<file path="config.mk">
export PLATFORM = sky130hd
export DESIGN_NAME = conv3x3_stream
export DESIGN_NICKNAME = d
export VERILOG_FILES = /design/src/rtl/cnn_pkg.sv /design/src/rtl/conv_line_buffer.sv /design/src/rtl/conv3x3_stream.sv
export SDC_FILE = /design/constraint.sdc
export NUM_CORES = 1
export LEC_CHECK = 0
export CAP_MARGIN = 40
export CELL_PAD_IN_SITES_DETAIL_PLACEMENT = 0
export CELL_PAD_IN_SITES_GLOBAL_PLACEMENT = 1
export CORE_MARGIN = 3
export CORE_UTILIZATION = 45
export DETAILED_ROUTE_END_ITERATION = 10
export GPL_TIMING_DRIVEN = 0
export PLACE_DENSITY_LB_ADDON = 0.1
export SYNTH_ARGS = -nofsm -noshare
export SYNTH_HDL_FRONTEND = slang
export SYNTH_HIERARCHICAL = 1
export SYNTH_SLANG_ARGS = --single-unit
</file>
<file path="constraint.sdc">
create_clock -name clk -period 5.6 [get_ports clk]
set_clock_uncertainty 0.1 [all_clocks]
set_input_delay 1.4 -clock clk [delete_from_list [all_inputs] [get_ports clk]]
set_output_delay 1.4 -clock clk [all_outputs]
set_load 0.05 [all_outputs]
</file>
<file path="src/rtl/cnn_pkg.sv">
// cnn_pkg: shared constants, state type and arithmetic helpers for the 3x3 conv stream
package cnn_pkg;
  localparam int NTAPS = 9;
  localparam int KIDX_BIAS = 9;
  localparam int NCOEF = 10;
  typedef enum logic {S_IDLE, S_RUN} conv_state_e;
  function automatic int acc_w(input int din_w, input int coef_w);
    return din_w + coef_w + 5;
  endfunction
  function automatic logic signed [63:0] sat_signed(input logic signed [63:0] v, input int w);
    logic signed [63:0] hi, lo;
    hi = (64'sd1 <<< (w - 1)) - 64'sd1;
    lo = -(64'sd1 <<< (w - 1));
    return v > hi ? hi : v < lo ? lo : v;
  endfunction
endpackage

</file>
<file path="src/rtl/conv_line_buffer.sv">
// conv_line_buffer: two-row delay line feeding a 3x3 window; win shows the window including the incoming pixel
module conv_line_buffer import cnn_pkg::*; #(
  parameter int IMG_W = 34,
  parameter int DIN_W = 1
) (
  input  logic             clk,
  input  logic             rst_n,
  input  logic             en,
  input  logic [DIN_W-1:0] din,
  output logic [DIN_W-1:0] win [NTAPS]
);
  logic [DIN_W-1:0] row0_q [IMG_W];
  logic [DIN_W-1:0] row0_d [IMG_W];
  logic [DIN_W-1:0] row1_q [IMG_W];
  logic [DIN_W-1:0] row1_d [IMG_W];
  logic [DIN_W-1:0] win_q [NTAPS];
  logic [DIN_W-1:0] win_d [NTAPS];
  // shift both row delays and slide the window one column left when a pixel is accepted
  always_comb begin
    row0_d = row0_q;
    row1_d = row1_q;
    win_d = win_q;
    if (en) begin
      for (int i = IMG_W - 1; i > 0; i--) begin
        row0_d[i] = row0_q[i-1];
        row1_d[i] = row1_q[i-1];
      end
      row0_d[0] = din;
      row1_d[0] = row0_q[IMG_W-1];
      for (int r = 0; r < 3; r++) begin
        win_d[3*r]   = win_q[3*r+1];
        win_d[3*r+1] = win_q[3*r+2];
      end
      win_d[2] = row1_q[IMG_W-1];
      win_d[5] = row0_q[IMG_W-1];
      win_d[8] = din;
    end
  end
  // delay-line and window registers
  always_ff @(posedge clk) begin
    if (!rst_n) begin
      row0_q <= '{default: '0};
      row1_q <= '{default: '0};
      win_q  <= '{default: '0};
    end else begin
      row0_q <= row0_d;
      row1_q <= row1_d;
      win_q  <= win_d;
    end
  end
  assign win = win_d;
endmodule

</file>
<file path="src/rtl/conv3x3_stream.sv">
// conv3x3_stream: raster-scan 3x3 convolution with double-buffered kernel and saturating 3-stage MAC
module conv3x3_stream import cnn_pkg::*; #(
  parameter int IMG_W  = 34,
  parameter int IMG_H  = 34,
  parameter int DIN_W  = 1,
  parameter int COEF_W = 8,
  parameter int SHIFT  = 0,
  parameter int DOUT_W = 8
) (
  input  logic                     clk,
  input  logic                     rst_n,
  input  logic                     din_valid,
  input  logic [DIN_W-1:0]         din,
  input  logic                     coef_we,
  input  logic [3:0]               coef_addr,
  input  logic signed [COEF_W-1:0] coef_data,
  input  logic                     coef_commit,
  output logic                     dout_valid,
  output logic signed [DOUT_W-1:0] dout,
  output logic                     frame_done,
  output logic                     busy
);
  localparam int ACC_W = acc_w(DIN_W, COEF_W);
  localparam int CW = $clog2(IMG_W);
  localparam int RW = $clog2(IMG_H);
  conv_state_e state_q, state_d;
  logic [CW-1:0] col_q, col_d;
  logic [RW-1:0] row_q, row_d;
  logic signed [COEF_W-1:0] shadow_q [NCOEF];
  logic signed [COEF_W-1:0] shadow_d [NCOEF];
  logic signed [COEF_W-1:0] active_q [NCOEF];
  logic signed [COEF_W-1:0] active_d [NCOEF];
  logic pend_q, pend_d;
  logic signed [ACC_W-1:0] prod_q [NCOEF];
  logic signed [ACC_W-1:0] prod_d [NCOEF];
  logic signed [ACC_W-1:0] sum_q, sum_d;
  logic v1_q, v1_d, v2_q, v2_d, dout_valid_q, dout_valid_d, frame_done_q, frame_done_d;
  logic signed [DOUT_W-1:0] dout_q, dout_d;
  logic [DIN_W-1:0] win [NTAPS];
  logic last, win_ok, commit_now;
  logic signed [63:0] y;
  conv_line_buffer #(.IMG_W(IMG_W), .DIN_W(DIN_W)) u_lb (
    .clk  (clk),
    .rst_n(rst_n),
    .en   (din_valid),
    .din  (din),
    .win  (win)
  );
  // raster counters and IDLE/RUN frame tracking; a frame ends on accepting its bottom-right pixel
  always_comb begin
    last = din_valid && row_q == RW'(IMG_H - 1) && col_q == CW'(IMG_W - 1);
    win_ok = din_valid && row_q >= RW'(2) && col_q >= CW'(2);
    col_d = !din_valid ? col_q : col_q == CW'(IMG_W - 1) ? '0 : col_q + 1'b1;
    row_d = !din_valid || col_q != CW'(IMG_W - 1) ? row_q : last ? '0 : row_q + 1'b1;
    state_d = last ? S_IDLE : din_valid ? S_RUN : state_q;
    frame_done_d = last;
  end
  // shadow writes any time; shadow->active copy only between frames so a frame never mixes kernels
  always_comb begin
    shadow_d = shadow_q;
    if (coef_we && coef_addr <= 4'(KIDX_BIAS)) shadow_d[coef_addr] = coef_data;
    commit_now = (state_q == S_IDLE && coef_commit) || (last && (pend_q || coef_commit));
    active_d = active_q;
    if (commit_now) active_d = shadow_d;
    pend_d = !commit_now && (pend_q || (coef_commit && state_q == S_RUN));
  end
  // S1 products use the bank active at acceptance, S2 sums, S3 shifts and saturates
  always_comb begin
    for (int i = 0; i < NTAPS; i++) prod_d[i] = $signed(ACC_W'(win[i])) * ACC_W'(active_q[i]);
    prod_d[KIDX_BIAS] = ACC_W'(active_q[KIDX_BIAS]);
    v1_d = win_ok;
    sum_d = '0;
    for (int i = 0; i < NCOEF; i++) sum_d = sum_d + prod_q[i];
    v2_d = v1_q;
    y = 64'(sum_q >>> SHIFT);
    dout_valid_d = v2_q;
    dout_d = v2_q ? DOUT_W'(sat_signed(y, DOUT_W)) : dout_q;
  end
  // state, coefficient and pipeline registers
  always_ff @(posedge clk) begin
    if (!rst_n) begin
      state_q      <= S_IDLE;
      col_q        <= '0;
      row_q        <= '0;
      shadow_q     <= '{default: '0};
      active_q     <= '{default: '0};
      pend_q       <= 1'b0;
      prod_q       <= '{default: '0};
      sum_q        <= '0;
      v1_q         <= 1'b0;
      v2_q         <= 1'b0;
      dout_valid_q <= 1'b0;
      dout_q       <= '0;
      frame_done_q <= 1'b0;
    end else begin
      state_q      <= state_d;
      col_q        <= col_d;
      row_q        <= row_d;
      shadow_q     <= shadow_d;
      active_q     <= active_d;
      pend_q       <= pend_d;
      prod_q       <= prod_d;
      sum_q        <= sum_d;
      v1_q         <= v1_d;
      v2_q         <= v2_d;
      dout_valid_q <= dout_valid_d;
      dout_q       <= dout_d;
      frame_done_q <= frame_done_d;
    end
  end
  assign dout_valid = dout_valid_q;
  assign dout = dout_q;
  assign frame_done = frame_done_q;
  assign busy = state_q == S_RUN;
endmodule

</file>
# After elaboration in Yosys (flattened, before gate mapping)
# Index checks and enable logic that the tools add are counted.
[totals]
ff_bits = 411
latchBits = 0
mem_bits_rw = 0
mem_bits_ro = 0
inputBits = 18
out_inout_bits = 11
word_cells = 176
memories = 0
[op_classes]
addsub = 11
mul = 9
n_div = 0
magnitude_cmp = 7
n_eq_ne = 3
shift = 0
n_mux = 9
bitwise_logic = 3
reduce_logical = 17
[op_table]
columns = ["cell", "count"]
rows = [
  ["14-bit adder", 8],
  ["2-bit by 8-bit multiplier with 10-bit output", 9],
  ["80-bit bitwise mux", 1],
  ["80-bit two-way mux", 1],
  ["8-bit demux with 4-bit select", 1],
  ["8-bit two-way mux", 3],
  ["14-bit by 8-bit adder with 14-bit output", 1],
  ["14-bit by 8-bit > comparator with 1-bit output, second input constant", 1],
  ["14-bit by 8-bit < comparator with 1-bit output, second input constant", 1],
  ["6-bit by 1-bit adder with 6-bit output, second input constant", 2],
  ["6-bit == test, second input constant", 2],
  ["6-bit by 2-bit >= comparator with 1-bit output, second input constant", 2],
  ["6-bit two-way mux", 2],
  ["1-bit logical AND", 10],
  ["9-bit two-way mux", 1],
  ["6-bit inequality test, second input constant", 1],
  ["5-bit >= comparator, second input constant", 1],
  ["5-bit by 1-bit < comparator with 1-bit output, second input constant", 1],
  ["4-bit NOT with 5-bit output", 1],
  ["4-bit less-or-equal comparator, second input constant", 1],
  ["1-bit logical OR", 4],
  ["1-bit logical NOT", 2],
  ["1-bit NOT", 2],
  ["2-bit OR reduction", 1],
]

# Longest topological paths before layout
# Gate-level depths: netlist (run 1).
[depth]
word_depth = 9
ltp_mapped = 17
mapped_depth_nobuf = 17

# Modules after synthesis
# Netlist (run 1), hierarchy kept.
[by_module_without_submodules]
columns = ["mod", "n_inst", "cells_per_inst", "area_each_um2", "seq_area_each_um2"]
rows = [
  ["conv3x3_stream", 1, 1158, 11432.2, 5605.4],
  ["conv_line_buffer", 1, 252, 2940.3, 1541.5],
]

# Worst setup path before layout (run 1)
# OpenSTA, ideal clock, no wires.
[synth_path]
path_type = "reg2reg"
from = "register prod_q[5] in the netlist's numbering"
to = "register sum_q[12]"
setup_time_ns = 0.072
arrival_ns = 4.561
required_time_ns = 5.428
path_slack_ns = 0.867
stages_incl_launch_ff = 17
synth_period_minus_slack_ns = 4.733
path_cell_list = "dfxtp_1 -> inv_1 -> fa_1 -> inv_1 -> fa_1 -> fa_1 -> fa_1 -> inv_1 -> fa_1 -> inv_1 -> ha_1 -> a21o_1 -> a31o_2 -> a31oi_1 -> o31ai_1 -> o31ai_1 -> mux2i_1"
[synth_via]
elab_chain_len = 1
[synth_lines]
columns = ["element", "line_no", "rtl"]
rows = [
  ["start, declared", "conv3x3_stream.sv:34", "logic signed [ACC_W-1:0] prod_q [NCOEF];"],
  ["start signal, assigned", "conv3x3_stream.sv:102", "prod_q <= prod_d;"],
  ["14-bit by 8-bit adder with 14-bit output", "conv3x3_stream.sv:73", "for (int i = 0; i < NCOEF; i++) sum_d = sum_d + prod_q[i];"],
  ["end signal, assigned", "conv3x3_stream.sv:103", "sum_q <= sum_d;"],
  ["end, declared", "conv3x3_stream.sv:36", "logic signed [ACC_W-1:0] sum_q, sum_d;"],
]
# No other way between the ends.
# A chain may end at the register's enable or synchronous reset.

# Worst setup path after layout (run 1)
# Same ends and word-level chain as after synthesis.

==> metrics.txt, run 1 <==
result of the run complete, no violations; remaining antenna violation count 0; Avg Synthesized Cell Area 10.2 um^2; number of setup buffers added after CTS 0; largest net degree at the start of global routing 15; total via count after detailed routing 9152; number of hold buffers added after CTS 0; post-layout net count 1583; PostCTS Resize Cnt 0; number of antenna violations at the first check in global routing 0; multi-input gate area in the final layout 0.00648 mm^2; Critical Path Start Type register; cell at the root of the clock tree sky130_fd_sc_hd__clkbuf_16; Max Slew Vio Count 0; Leak roughly 7.1 nW; Endpoint, Worst Hold dout_valid_d; peak clock frequency supported by timing around 200 MHz; GRT Total Usage 0.190; total grt overflow 0; largest family of logic cells by synthesized area simple AND/OR/NAND/NOR gates; global-route wire length before repair 50.6 mm; final worst-path cycle share 0.911; worst flop-to-flop path startpoint prod_q[5]; register-to-register path setup slack 500 ps; top cells by count, synth 357 x sky130_fd_sc_hd__dfxtp_1, 170 x sky130_fd_sc_hd__nand2_1, 142 x sky130_fd_sc_hd__mux2i_1; remaining design rule violation count 0; post-route minimum period 5100 ps; FF+latch count, synth 357; overall die area 0.0341 mm^2; Fill cells 2902; transition time at the pin with the least slew margin ~1000 ps; initial core utilization 0.463; adder and majority cell fraction of the synthesized area 0.116; Synth Cell Area ~0.014 mm^2; cell type with the largest total area after synthesis sky130_fd_sc_hd__dfxtp_1; maximum fanout encountered on the critical timing path 5; GP Congestion roughly 0.81; fraction of the mapped netlist area in simple logic gates 0.165; category of the critical setup timing path register to register; total count of hold-check failures in the final report 0; IR Drop Worst-Case VDD 0.195 mV; Vias/cell 4.82; unrepaired setup endpoints after global routing no; post-DR wirelength/cell between 15 and 20 um; critical path required time 5950 ps; clock network latency to the later pin of the worst-skew pair 520 ps; leading register cell type out of synthesis sky130_fd_sc_hd__dfxtp_1; Data arrival, critical path 5450 ps; Pwr Density 329 mW/mm^2; Area growth, synth to finish 14.2%; headroom to the max-slew limit 0.331; clock transition at the registers of the reported paths 60 ps; y dimension of the die 185 um; Setup Viol. Count Final 0; number of warnings printed during yosys synthesis 6; share of the synthesized area in the top cell type 0.497; total half-perimeter wirelength after legalization and detailed placement 22.6 mm; share of the synthesized area in compound gates (AO/OA/AOI/OAI) 0.0468; IO buf count 17; fraction of layout cells with a size suffix above 1 0.0700; path type of the worst min-delay path register to register; share of synthesized area occupied by flip-flops and latches 0.497; num ports 29; Fin Setup TNS 0 ps; XOR/XNOR share of the synthesized area 0.0104; max-capacitance violation count 0; Syn Inst Count 1410; worst slack on hold paths 332 ps; fraction of registers with async set or reset after synthesis 0; endpoint of the lowest-slack register-to-register path sum_q[12]; Hold Path Depth 1; hold_sp v1_q; site row count between 60 and 70; number of global-route vias before repair 9165; number of distinct standard cells referenced by the synthesized netlist 44; number of sinks handled by clock tree synthesis about 360; cell area reported after detailed placement 0.0151 mm^2; Chip Width 185 um; top post-synthesis cells by area sky130_fd_sc_hd__dfxtp_1 50%, sky130_fd_sc_hd__mux2i_1 9.9%, sky130_fd_sc_hd__fa_1 9.6%, sky130_fd_sc_hd__nand2_1 4.4%, sky130_fd_sc_hd__and3_1 3.2%; register cell area after layout roughly 0.0071 mm^2; Pre-antenna DRT Iters 4; kind of end point of the critical path register; final standard cell area without fillers 0.0164 mm^2; power after layout 0.00540 W; most common cell in the netlist sky130_fd_sc_hd__dfxtp_1; number of levels in the clock H-tree 2; EDFF count, synth 0; number of DRC violations after detailed-routing iteration 0 399; synthesized netlist net count ~1500; CORE AREA 0.0311 mm^2; wire length after detailed routing 31.7 mm; clock tree from TritonCTS done; R2R cell count 16; mux contribution to synthesized area 0.112; TritonCTS buffer count 39; buffers from clock root to sink, at most 3
-- flip-flops by register name (all words and copies together), names as in the netlist, 6 cells and up --
| signal | count |
|---|---|
| prod_q | 80 |
| u_lb/win_q | 9 |
| u_lb/row1_q | 34 |
| shadow_q | 80 |
| u_lb/row0_q | 34 |
| dout | 8 |
| col_q | 6 |
| row_q | 6 |
| sum_q | 14 |
| active_q | 80 |
-- per-stage QoR --
stage          utilization  setup WS, ps  std cells
2_1_floorplan            -           867       1410
3_3_place_gp         0.484           439       1823
3_5_place_dp         0.486           482       1828
4_1_cts              0.528           442       1896
5_1_grt              0.528           106       1896
6_report             0.528           500       1897
-- power by group --
group / internal, W / switching, W / total [W]
clock network: 0.00162 / 0.000998 / 0.00262
registers: 0.00256 / 0.00000850 / 0.00257
logic: 0.0000682 / 0.000143 / 0.000211
-- worst max-delay path, stage by stage (launching register included) --
cell and delay, ps:
sky130_fd_sc_hd__dfxtp_1 310, sky130_fd_sc_hd__inv_1 70, sky130_fd_sc_hd__fa_1 580, sky130_fd_sc_hd__inv_1 70, sky130_fd_sc_hd__fa_1 500, sky130_fd_sc_hd__fa_1 530
sky130_fd_sc_hd__fa_1 550, sky130_fd_sc_hd__inv_1 50, sky130_fd_sc_hd__fa_1 500, sky130_fd_sc_hd__inv_1 40, sky130_fd_sc_hd__ha_1 350, sky130_fd_sc_hd__a21o_1 220
sky130_fd_sc_hd__a31o_2 210, sky130_fd_sc_hd__a31oi_1 260, sky130_fd_sc_hd__o31ai_1 170, sky130_fd_sc_hd__o31ai_1 310, sky130_fd_sc_hd__mux2i_1 210
-- cell usage in the layout (no fill, tap or decap), types with 10 or more instances in the layout --
cell type / n
sky130_fd_sc_hd__fa_1: 69
sky130_fd_sc_hd__nor2b_1: 71
sky130_fd_sc_hd__mux2i_1: 142
sky130_fd_sc_hd__clkbuf_16: 41
sky130_fd_sc_hd__buf_4: 16
sky130_fd_sc_hd__clkdlybuf4s50_1: 17
sky130_fd_sc_hd__nand3_1: 10
sky130_fd_sc_hd__o21ai_1: 32
sky130_fd_sc_hd__inv_1: 92
sky130_fd_sc_hd__nor2_1: 102
sky130_fd_sc_hd__and2_1: 21
sky130_fd_sc_hd__dfxtp_1: 357
sky130_fd_sc_hd__and3_1: 74
sky130_fd_sc_hd__a21oi_1: 22
sky130_fd_sc_hd__ha_1: 23
sky130_fd_sc_hd__clkbuf_1: 60
sky130_fd_sc_hd__nand2_1: 170
sky130_fd_sc_hd__nand2b_1: 17
sky130_fd_sc_hd__o21ai_0: 53
-- cells by family (layout without fill, tap and decap cells) --
family / count (synthesis) / in the layout
buf+inv: 174 / 264
flops: 357 / 357
simple gates: 489 / 489
mux: 157 / 157
fa+ha+maj: 92 / 92
compound gates: 124 / 124
xor+xnor: 17 / 17
other cells: 0 / 1
-- layer usage --
metal,vias up,part of all wire,global-route usage,routed length (um)
met3,33,0.036,0.0288,1140
met2,125,0.44,0.298,14100
met4,0,0.013,0.0378,413
li1,4686,-,-,-
met5,-,0,0,0
met1,4308,0.51,0.282,16000
-- worst max path at each step --
stage	endpoint	from	slack, ps	depth (start not counted)
after CTS	sum_q[12]	prod_q[5]	440	16
final	sum_q[12]	prod_q[5]	500	16
after global placement	sum_q[12]	prod_q[5]	440	16
after floorplan	sum_q[12]	prod_q[5]	870	16
after detailed placement	sum_q[12]	prod_q[5]	480	16
after global routing	sum_q[12]	prod_q[5]	110	16
-- final cells by class --
class,count,share of cell area
Sequential cell,357,0.435
Multi-Input combinational cell,879,0.395
Clock buffer,58,0.0688
Tap cell,396,0.0302
Buffer,81,0.0241
Inverter,93,0.0213
Timing Repair Buffer,22,0.0143
Clock inverter,10,0.0111
Antenna cell,1,0.000152
No activity file was read; power rests on OpenSTA's default activity.
==> run 2, diff against run 1 <==
--- a/config.mk
+++ b/config.mk
@@ -12,7 +12,7 @@
 export CORE_UTILIZATION = 45
 export DETAILED_ROUTE_END_ITERATION = 10
 export GPL_TIMING_DRIVEN = 0
-export PLACE_DENSITY_LB_ADDON = 0.1
+export PLACE_DENSITY_LB_ADDON = 0.3
 export SYNTH_ARGS = -nofsm -noshare
 export SYNTH_HDL_FRONTEND = slang
 export SYNTH_HIERARCHICAL = 1
==> run 2 against run 1 <==
- worst setup slack improved by 18 ps
- global-route usage fell by 0.40 points
- clock power fell by 5%
- sequential power barely moved
- first-iteration DRC count rose by 14%
- final cell count fell by 0.37%
- die area did not move
- worst hold slack improved by 9.9 ps
- clock-buffer cell count fell by 8
- via count rose by 0.69%
==> metrics.txt, run 2 (synthesis gave the netlist of run 1 again) <==
result of the run complete, no violations; num ports 29; CORE AREA 0.0311 mm^2; largest net degree at the start of global routing 15; Max Slew Vio Count 0; wire length after detailed routing around 30 mm; clock network latency to the later pin of the worst-skew pair approximately 540 ps; site row count 64; TritonCTS buffer count 38; top cell family by delay on the critical path adder cells; worst flop-to-flop path startpoint prod_q[5]; number of antenna violations at the first check in global routing 1; GP Congestion 0.828; # diodes 0; Pre-antenna DRT Iters 5; remaining design rule violation count 0; buffering stage count on the worst path with inverters included 4; headroom to the max-slew limit 0.414; endpoint of the lowest-slack register-to-register path sum_q[12]; overall die area 0.0341 mm^2; category of the critical setup timing path register to register; Critical Path Start Type register; unrepaired setup endpoints after global routing no; IR Drop Worst-Case VDD between 0.2 and 0.25 mV; global-route wire length before repair 50.1 mm; leading cell type in the layout, fill and taps excluded sky130_fd_sc_hd__dfxtp_1; Fin Setup TNS 0 ps; launching instance or port of the critical path prod_q[5]; most frequent cells in the layout 357 x sky130_fd_sc_hd__dfxtp_1, 170 x sky130_fd_sc_hd__nand2_1, 142 x sky130_fd_sc_hd__mux2i_1; total grt overflow 0; register-to-register path setup slack 520 ps; maximum fanout encountered on the critical timing path 5; Chip Width 185 um; number of setup buffers added after CTS 0; Top Registers active_q (80), prod_q (80), shadow_q (80); Crit path largest cell delay 550 ps; number of DRC violations after detailed-routing iteration 0 455; post-layout net count 1583; remaining antenna violation count 0; Vias/cell ~4.9; total via count after detailed routing 9215; max-capacitance violation count 0; post-DR wirelength/cell 16.1 um; kind of end point of the critical path register; path type of the worst min-delay path register to register; Pwr Density 322 mW/mm^2; total half-perimeter wirelength after legalization and detailed placement 22.0 mm; critical path's slowest cell sky130_fd_sc_hd__fa_1; critical path required time 5950 ps; number of global-route vias before repair 9177; PostCTS Resize Cnt 0; transition time at the pin with the least slew margin 879 ps; Worst Setup EP sum_q[12]; depth of the critical timing path with buffers and inverters included 16; post-route minimum period 5080 ps; critical path's most frequent cell sky130_fd_sc_hd__fa_1; Final Non-Filler Cells 1890; IO buf count 17; final worst-path cycle share 0.908; Leak approximately 7.0 nW; Data arrival, critical path 5430 ps; clock tree from TritonCTS done; cell at the root of the clock tree sky130_fd_sc_hd__clkbuf_16; GRT Total Usage 0.186; Setup Viol. Count Final 0; peak clock frequency supported by timing 197 MHz; R2R cell count 16; Hold Path Depth 2; Fill cells 2881; number of levels in the clock H-tree 2; ordered cell list for the critical path inv_1 > fa_1 > inv_1 > fa_1 > fa_1 > fa_1 > inv_1 > fa_1 > inv_1 > ha_1 > a21o_1 > a31o_2 > a31oi_1 > o31ai_1 > o31ai_1 > mux2i_1; number of sinks handled by clock tree synthesis about 360; buffers from clock root to sink, at most 3; Area growth, synth to finish 13.8%; fraction of layout cells with a size suffix above 1 0.0723; y dimension of the die 185 um; clock transition at the registers of the reported paths 60 ps; initial core utilization 0.463; Placed Instances between 1500 and 2000; number of hold buffers added after CTS 0; total count of hold-check failures in the final report 0
run 2: tightest hold or removal path, cell delays in order (launching register included):
cell,delay [ps]
sky130_fd_sc_hd__dfxtp_1,300
sky130_fd_sc_hd__nand2_1,50
sky130_fd_sc_hd__o21ai_1,50
run 2: worst min-delay path by stage:
stage / slack [ps] / from / end
2_1_floorplan: 310 / v1_q / dout_valid_d
3_3_place_gp: 330 / v1_q / dout_valid_d
3_5_place_dp: 330 / active_q[70] / active_q[70]
4_1_cts: 340 / active_q[74] / active_q[74]
5_1_grt: 360 / active_q[78] / active_q[78]
6_report: 340 / active_q[74] / active_q[74]
run 2: final cells by class:
class | count | area, um^2 | area share
flip-flops and latches | 357 | 7150 | 0.437
multi-input cells | 879 | 6480 | 0.396
clock buffers | 50 | 1090 | 0.0665
well taps | 396 | 495 | 0.0303
plain buffers | 81 | 395 | 0.0242
inverters | 93 | 349 | 0.0213
repair buffers | 23 | 238 | 0.0145
clock inverters | 11 | 158 | 0.00964
run 2: where the power goes:
| part | leakage [nW] | total [W] | internal, W | switching, W |
|---|---|---|---|---|
| sequential | 2.88 | 0.00257 | 0.00256 | 0.00000857 |
| combinational | 3.56 | 0.000207 | 0.0000684 | 0.000139 |
| clock | 0.608 | 0.00249 | 0.00150 | 0.000990 |
run 2: per-layer routing:
metal  vias up  global-route usage  share of wire
li1       4678                   -              -
met1      4348               0.274           0.50
met2       143               0.285           0.43
met3        46              0.0320          0.042
met4         0              0.0504          0.022
met5         -                   0              0
run 2: stage by stage:
step	total power (W)	util	hold slack [ps]	instance area, um^2	worst slack [ps]
2_1_floorplan	0.00275	-	312	14400	867
3_3_place_gp	0.00282	0.484	328	15000	486
3_5_place_dp	0.00283	0.486	335	15100	513
4_1_cts	0.00532	0.526	344	16400	478
5_1_grt	0.00544	0.526	361	16400	269
6_report	0.00526	0.526	342	16400	518
==> run 3, diff against run 2 <==
--- a/config.mk
+++ b/config.mk
@@ -9,7 +9,7 @@
 export CELL_PAD_IN_SITES_DETAIL_PLACEMENT = 0
 export CELL_PAD_IN_SITES_GLOBAL_PLACEMENT = 1
 export CORE_MARGIN = 3
-export CORE_UTILIZATION = 45
+export CORE_UTILIZATION = 49
 export DETAILED_ROUTE_END_ITERATION = 10
 export GPL_TIMING_DRIVEN = 0
 export PLACE_DENSITY_LB_ADDON = 0.3
==> run 3 against run 2 <==
- final area up 0.20%
- clock-buffer cell count up 5
- register-to-register slack worse by 30 ps
- flip-flop and latch count unchanged
- combinational power about the same
- core utilization up 4.3 points
- critical endpoint unchanged
- largest cell class unchanged
==> metrics.txt, run 3 (synthesis gave the netlist of run 1 again) <==
site row count between 60 and 70; total met2 wirelength after detailed routing about 14 mm; Worst Setup EP sum_q[12]; total grt overflow 0; post-route minimum period 5110 ps; Data arrival, critical path approximately 5500 ps; Pre-antenna DRT Iters 5; clock network latency to the later pin of the worst-skew pair 520 ps; global-route wire length before repair 49.2 mm; critical path required time around 5900 ps; R2R cell count 16; # diodes 0; register-to-register path setup slack 490 ps; fraction of layout cells with a size suffix above 1 0.0752; unrepaired setup endpoints after global routing no; number of DRC violations after detailed-routing iteration 0 543; number of global-route vias before repair 9184; critical path's most frequent cell sky130_fd_sc_hd__fa_1; number of antenna violations at the first check in global routing 0; Vias/cell 4.91; post-DR wirelength/cell 16.2 um; register cell area after layout 0.00715 mm^2; endpoint of the lowest-slack register-to-register path sum_q[12]; leading cell type in the layout, fill and taps excluded sky130_fd_sc_hd__dfxtp_1; Chip Width 177 um; result of the run complete, no violations; total half-perimeter wirelength after legalization and detailed placement 21.4 mm; routed wire length on met3 approximately 1.6 mm; final worst-path cycle share 0.913; Pwr Density 326 mW/mm^2; category of the critical setup timing path register to register; buffering stage count on the worst path with inverters included 4; Fin Setup TNS 0 ps; Max Slew Vio Count 0; clock transition at the registers of the reported paths around 60 ps; initial core utilization 0.499; largest net degree at the start of global routing 15; max-capacitance violation count 0; Top Registers active_q (80), prod_q (80), shadow_q (80); clock tree from TritonCTS done; kind of end point of the critical path register; multi-input gate area in the final layout 0.00648 mm^2; detailed-routing wirelength on met1 14.8 mm; launching instance or port of the critical path prod_q[5]; Fill cells 2518; Leak 7.08 nW; number of setup buffers added after CTS 0; top routing layer in use met4; most frequent cells in the layout 357 x sky130_fd_sc_hd__dfxtp_1, 170 x sky130_fd_sc_hd__nand2_1, 142 x sky130_fd_sc_hd__mux2i_1; remaining antenna violation count 0; PostCTS Resize Cnt 0; GRT Total Usage 0.199; maximum fanout encountered on the critical timing path 5; Crit path largest cell delay 580 ps; total count of hold-check failures in the final report 0; num ports 29; number of sinks handled by clock tree synthesis 357; TritonCTS buffer count 38; number of levels in the clock H-tree 2; y dimension of the die between 150 and 200 um; worst flop-to-flop path startpoint prod_q[5]; peak clock frequency supported by timing ~200 MHz; post-layout net count 1582; Critical Path Start Type register; remaining design rule violation count 0; IO buf count 17; critical path's slowest cell sky130_fd_sc_hd__fa_1; CORE AREA 0.0288 mm^2; transition time at the pin with the least slew margin ~900 ps; depth of the critical timing path with buffers and inverters included 16; buffers from clock root to sink, at most 3; total via count after detailed routing roughly 9000; Area growth, synth to finish 14.0%; overall die area 0.0314 mm^2; IR Drop Worst-Case VDD 0.258 mV; cell at the root of the clock tree sky130_fd_sc_hd__clkbuf_16; ordered cell list for the critical path inv_1 > fa_1 > inv_1 > fa_1 > fa_1 > fa_1 > inv_1 > fa_1 > inv_1 > ha_1 > a21o_1 > a31o_2 > a31oi_1 > o31ai_1 > o31ai_1 > mux2i_1; number of hold buffers added after CTS 0; path type of the worst min-delay path register to register; top cell family by delay on the critical path adder cells; Setup Viol. Count Final 0; headroom to the max-slew limit 0.398; GP Congestion 0.883; worst slack on hold paths 343 ps; wire length after detailed routing 30.5 mm
-- run 3: cell type report --
cell class / instances / area share
clock buffers: 55 / 0.0701
plain buffers: 81 / 0.0241
flip-flops and latches: 357 / 0.436
inverters: 93 / 0.0213
well taps: 384 / 0.0293
multi-input cells: 879 / 0.396
clock inverters: 15 / 0.00947
repair buffers: 22 / 0.0138
-- run 3: how the worst min path moves through the flow --
| stage | from | to | cells after the start |
|---|---|---|---|
| 6_report | active_q[13] | active_q[13] | 2 |
| 5_1_grt | active_q[62] | active_q[62] | 2 |
| 4_1_cts | active_q[10] | active_q[10] | 2 |
| 3_5_place_dp | active_q[39] | active_q[39] | 2 |
| 3_3_place_gp | v1_q | dout_valid_d | 1 |
| 2_1_floorplan | v1_q | dout_valid_d | 1 |
-- run 3: per-layer routing --
metal / vias up / global-route usage
met2: 168 / 0.312
met3: 49 / 0.0401
met5: - / 0
li1: 4687 / -
met1: 4353 / 0.283
met4: 0 / 0.0497
-- run 3: tightest hold or removal path: cells and delay by family, from the launching register on --
family	cells	cell delay, ps
flip-flops	1	300
AND/OR/NAND/NOR	1	50
AO/OA/AOI/OAI	1	50
-- run 3: stage by stage --
step	utilization	std cells	area, um^2	worst slack (ps)	total power (W)
after floorplan	-	1410	14400	867	0.00275
after global placement	0.522	1811	15000	497	0.00282
after detailed placement	0.524	1816	15100	516	0.00283
after CTS	0.569	1886	16400	473	0.00540
after global routing	0.569	1886	16400	204	0.00551
final	0.569	1886	16400	488	0.00534
-- run 3: power breakdown --
part	internal, W	switching, W
clock	0.00157	0.00101
sequential	0.00256	0.00000841
combinational	0.0000677	0.000139
total	0.00419	0.00115
